**src/rtl/clk_div_monitor.sv**
```systemverilog
// clk_div_monitor: watches a divided clock from inside the fast clock domain.
// The divided clock is synchronised, turned into single-cycle rise/fall
// enables, and its period and high time are measured in fast-clock cycles.
// A small state machine decides when the measured ratio is stable enough to
// call the divider locked, and remembers any loss of lock in a sticky flag.
//
// Handshake: there is no valid/ready flow control here. meas_valid is a
// one-cycle strobe, qualifying period on the cycle it is high. rise_pulse and
// fall_pulse are one-cycle strobes that consumers may use as clock enables.
// Nothing in this block waits for an acknowledge.
module clk_div_monitor #(
    parameter int CNT_W    = 8,
    parameter int EXP_DIV  = 8,
    parameter int TOL      = 1,
    parameter int LOCK_CNT = 4
) (
    input  logic             clk,
    input  logic             rst,
    input  logic             div_in,
    input  logic             err_clr,
    output logic             rise_pulse,
    output logic             fall_pulse,
    output logic [CNT_W-1:0] period,
    output logic [CNT_W-1:0] high_time,
    output logic             meas_valid,
    output logic             locked,
    output logic             err_sticky
);

    // Lock counter only needs to count up to LOCK_CNT.
    localparam int LC_W = (LOCK_CNT < 1) ? 1 : $clog2(LOCK_CNT + 1);

    localparam logic [CNT_W-1:0] CNT_MAX  = '1;
    localparam logic [LC_W-1:0]  LOCK_MAX = LC_W'(LOCK_CNT);

    // Tolerance window for a good period, clamped at zero on the low side.
    localparam logic [31:0] GOOD_LO = (EXP_DIV > TOL) ? 32'(EXP_DIV - TOL) : 32'd0;
    localparam logic [31:0] GOOD_HI = 32'(EXP_DIV + TOL);

    typedef enum logic [1:0] {
        ST_IDLE  = 2'd0,
        ST_ARMED = 2'd1,
        ST_MEAS  = 2'd2
    } state_t;

    // Synchroniser and edge history.
    logic s1;
    logic s2;
    logic s3;
    logic rise;
    logic fall;

    // Measurement state.
    state_t           state_q;
    state_t           state_d;
    logic [CNT_W-1:0] cyc;
    logic [CNT_W-1:0] cyc_d;
    logic [CNT_W-1:0] meas_val;
    logic             cyc_sat;
    logic [31:0]      meas_ext;
    logic             good;

    logic [CNT_W-1:0] period_d;
    logic [CNT_W-1:0] high_time_d;
    logic             meas_valid_d;
    logic [LC_W-1:0]  lock_cnt;
    logic [LC_W-1:0]  lock_cnt_d;
    logic [LC_W-1:0]  lock_cnt_inc;
    logic             locked_d;
    logic             set_err;
    logic             err_sticky_d;

    // Two-flop synchroniser plus one history flop for edge detection.
    always_ff @(posedge clk) begin
        if (rst) begin
            s1 <= 1'b0;
            s2 <= 1'b0;
            s3 <= 1'b0;
        end else begin
            s1 <= div_in;
            s2 <= s1;
            s3 <= s2;
        end
    end

    assign rise = s2 & ~s3;
    assign fall = ~s2 & s3;

    // Edge enables are registered so they align with period/meas_valid.
    always_ff @(posedge clk) begin
        if (rst) begin
            rise_pulse <= 1'b0;
            fall_pulse <= 1'b0;
        end else begin
            rise_pulse <= rise;
            fall_pulse <= fall;
        end
    end

    // Measured distance is the count plus the edge cycle itself, saturating.
    assign cyc_sat  = (cyc == CNT_MAX);
    assign meas_val = cyc_sat ? CNT_MAX : (cyc + 1'b1);
    assign meas_ext = 32'(meas_val);
    assign good     = (meas_ext >= GOOD_LO) && (meas_ext <= GOOD_HI);

    assign lock_cnt_inc = (lock_cnt == LOCK_MAX) ? lock_cnt : (lock_cnt + 1'b1);

    // Next-state, measurement capture, lock evaluation and timeout handling.
    always_comb begin
        state_d      = state_q;
        cyc_d        = rise ? '0 : (cyc_sat ? cyc : (cyc + 1'b1));
        period_d     = period;
        high_time_d  = high_time;
        meas_valid_d = 1'b0;
        lock_cnt_d   = lock_cnt;
        locked_d     = locked;
        set_err      = 1'b0;

        case (state_q)
            ST_IDLE: begin
                // The first rise only arms; a lone fall is ignored.
                if (rise) begin
                    state_d = ST_ARMED;
                end
            end
            ST_ARMED, ST_MEAS: begin
                if (rise) begin
                    // A rise that lands on the saturated count is still a
                    // measurement; it will simply be judged a bad period.
                    state_d      = ST_MEAS;
                    period_d     = meas_val;
                    meas_valid_d = 1'b1;
                    if (good) begin
                        lock_cnt_d = lock_cnt_inc;
                        if (lock_cnt_inc == LOCK_MAX) begin
                            locked_d = 1'b1;
                        end
                    end else begin
                        lock_cnt_d = '0;
                        locked_d   = 1'b0;
                        set_err    = locked;
                    end
                end else if (cyc_sat) begin
                    // Divider stuck: drop back and wait to re-arm.
                    state_d    = ST_IDLE;
                    lock_cnt_d = '0;
                    locked_d   = 1'b0;
                    set_err    = locked;
                end else if (fall) begin
                    high_time_d = meas_val;
                end
            end
            default: begin
                state_d = ST_IDLE;
            end
        endcase

        // A new error outranks a simultaneous clear.
        err_sticky_d = set_err | (err_sticky & ~err_clr);
    end

    // State and measurement registers.
    always_ff @(posedge clk) begin
        if (rst) begin
            state_q    <= ST_IDLE;
            cyc        <= '0;
            period     <= '0;
            high_time  <= '0;
            meas_valid <= 1'b0;
            lock_cnt   <= '0;
            locked     <= 1'b0;
            err_sticky <= 1'b0;
        end else begin
            state_q    <= state_d;
            cyc        <= cyc_d;
            period     <= period_d;
            high_time  <= high_time_d;
            meas_valid <= meas_valid_d;
            lock_cnt   <= lock_cnt_d;
            locked     <= locked_d;
            err_sticky <= err_sticky_d;
        end
    end

endmodule
```
**config.mk**
```make
export PLATFORM = sky130hd
export DESIGN_NAME = clk_div_monitor
export DESIGN_NICKNAME = d
export VERILOG_FILES = /design/src/rtl/clk_div_monitor.sv
export SDC_FILE = /design/constraint.sdc
export NUM_CORES = 1
export LEC_CHECK = 0
export BUFFER_PORTS_ARGS = -buffer_cell sky130_fd_sc_hd__buf_2
export CORE_ASPECT_RATIO = 0.75
export CORE_MARGIN = 1.5
export CORE_UTILIZATION = 55
export CTS_CLUSTER_SIZE = 16
export DETAILED_ROUTE_END_ITERATION = 16
export PLACE_DENSITY = 0.77
export SLEW_MARGIN = 5
export SYNTH_ARGS = -nofsm -noshare
export SYNTH_HDL_FRONTEND = slang
export SYNTH_SLANG_ARGS = --single-unit
```
**constraint.sdc**
```tcl
create_clock -name clk -period 2.4 [get_ports clk]
set_input_delay 0 -clock clk [delete_from_list [all_inputs] [get_ports clk]]
set_output_delay 0 -clock clk [all_outputs]
set_load 0.01 [all_outputs]
```
==> results.ini <==
[logic_synthesis]
synth_flop_cell=dfxtp_1
yosysSeqAreaShare_pct=44.8
syn-num-nets=189
synth_cell_types=45
post_synth_inst_count=181
synth.top_cell.area_share_pct=44.8
yosys_warnings=0
synth_top_area_cell=dfxtp_1
synth_area_um2=1650
synth.area.top_cells=dfxtp_1 (45%), a211oi_1 (5.0%), nor2_1 (4.8%), a21oi_1 (3.9%), nand2_1 (3.4%)
synth-async-reset-ratio_pct=0
avgSynthCellArea_um2=9.14
synth-seq-cells=37
synth-edff-count=0

[floorplan]
die_h_um=50.5
io_pins=25
initial_core_util_pct=57.2
die_width_um=66.3
dieArea_um2=3350
rows=17
core_region_area_um2=2890

[timing]
finalCritPeriodShare_pct=90.1
fmax_ghz=0.462
finalSetupTns_ns=0
fin_ws_ns=0.237
rsz0062_at_grt=no
worst_pin_slew_ns=0.532
period_needed_ns=2.16
maxSlewHeadroom_pct=64.5
final_max_slew_viol_count=0
finalSetupViolCount=0
fin_skew_ns=0.0113
hold_viol_final=0

[clock_network]
htreeDepth=2
ctsResizeCount=0
numCtsBuffers=5
cts_buffer_depth=2
cts-root-buf=clkbuf_8
cts_tree=done
clk_latency_ns=0.29
postCtsHoldBufs=1
clk_pin_slew_ns=0.08
cts_setup_buffers=0
cts_sinks=37

[layout]
final_layout_size_suffix_gt1_share_pct=18.7
final_core_util_pct=64.9
stdcell_count=241
nNetsFinal=210
diodes=0
areaGrowthSynthToFinish_pct=13.5

[setup_path]
start_kind=flip-flop
cp-end-kind=flip-flop
cp.arrival_ns=2.34
path_class=reg2reg
worstPathMaxFanout=13
cp.required_ns=2.58

[power_and_ir_drop]
power_density_nw_per_um2=661
leakagePower_nw=0.782
vdd_ir_drop_max_mv=0.375
power_w=0.00124

[global_route]
grt_first_pass_wirelength_um=5590
grt_max_degree=29
grt-ovfl-total=0
grt_pass1_vias=1224
antenna_found_initial=0
grtUsageTotal_pct=22.5

[placed_design]
portBuffers=24
placedCellCount=232
hpwl_um=2470
place.gp.congestion=0.850
dp_slack_ns=0.290

[job]
drv_cap=0

[routing]
drt-total-wl_um=3450
routedWlPerCell_um=14.3
vias=1362
drc=0
drt_pass1_iterations=4
ant_nets=0
vias_per_cell=5.65
drt_iter0_drc=91

[worst_hold_path]
min_path_type=in2reg

[outcome]
outcome=complete, no violations

-- where the power goes --
part | switching (W) | leakage (nW) | internal, W
Sequential | 0.00000835 | 0.299 | 0.000623
Combinational | 0.0000387 | 0.424 | 0.0000223
Clock | 0.000209 | 0.0585 | 0.000339
-- stage by stage --
| step | hold WS [ns] | area, um^2 |
|---|---|---|
| after floorplan | 0.128 | 1650 |
| after global placement | 0.207 | 1750 |
| after detailed placement | 0.252 | 1750 |
| after CTS | 0.0531 | 1880 |
| after global routing | 0.0605 | 1880 |
| final | 0.0601 | 1880 |
-- layer usage --
layer / up-vias / part of all wire (%) / global-route usage (%)
li1: 683 / - / -
met2: 33 / 46 / 34.2
met1: 640 / 48 / 28.2
met5: - / 0 / 0
met4: 0 / 1.4 / 9.52
met3: 6 / 4.8 / 8.97
-- cell usage in the layout (no fill, tap or decap), drive strengths merged, types with 2 or more instances in the layout --
cell type  count
dfxtp         37
a41o           2
buf           24
a21oi         13
nor3b          2
nor3           2
clkbuf         7
and4b          2
nor2b          8
and3           3
a211oi        12
nand2b         3
xor2           2
o31ai          2
inv            7
nor2          21
mux2i          4
a31oi          4
ha             4
nand2         15
and2           4
nand3          7
-- synthesized netlist by cell type (all sizes together), types with 2 or more instances --
master and n:
o31ai 2, mux2i 4, buf 9, clkbuf 2, a31oi 4, ha 4
a41o 2, and4b 2, and2 4, nor3 2, nand2 15, nor2 21
a211oi 12, a21oi 13, and3 3, nor3b 2, xor2 2, nand2b 3
nand3 7, inv 7, nor2b 8, dfxtp 37
-- path summary, 6_finish.rpt --
| check | start | to | slack (ns) | cells past startpoint |
|---|---|---|---|---|
| max | state_q[0] | lock_cnt[2] | 0.24 | 6 |
| min | err_clr | err_sticky | 0.06 | 3 |
| max reg2reg | state_q[0] | lock_cnt[2] | 0.24 | 6 |
| min reg2reg | period[6] | period[6] | 0.46 | 2 |
-- area by class of cell --
type | instances | area (um^2)
repair buffers | 25 | 130
multi-input cells | 126 | 816
well taps | 38 | 47.5
inverters | 7 | 26.3
fillers | 247 | 1020
clock inverters | 1 | 30.0
clock buffers | 7 | 86.3
flip-flops and latches | 37 | 741
-- flip-flops by register name, indices dropped and copies added, names as in the netlist --
signal and count:
high_time 8, state_q 2, lock_cnt 3, s3 1, err_sticky 1, s1 1, fall_pulse 1, cyc 8
s2 1, locked 1, rise_pulse 1, period 8, meas_valid 1
-- cell families (layout without fill, tap and decap cells) --
kind of cell,Yosys count,count (layout),share of synthesized area (%)
AND/OR/NAND/NOR,72,72,22.9
AO/OA/AOI/OAI,43,43,19.2
buffers and inverters,18,40,5.90
adder cells (fa/ha/maj),4,4,3.03
flip-flops,37,37,44.8
XOR/XNOR,2,2,1.06
multiplexers,5,5,3.10
-- critical path, cell delays in order (launching register included) --
cell	delay (ns)
dfxtp_1	0.31
inv_1	0.05
ha_1	0.39
and3b_1	0.47
a41o_1	0.37
a21oi_1	0.14
a2111oi_2	0.33
No activity file was read; power rests on OpenSTA's default activity.
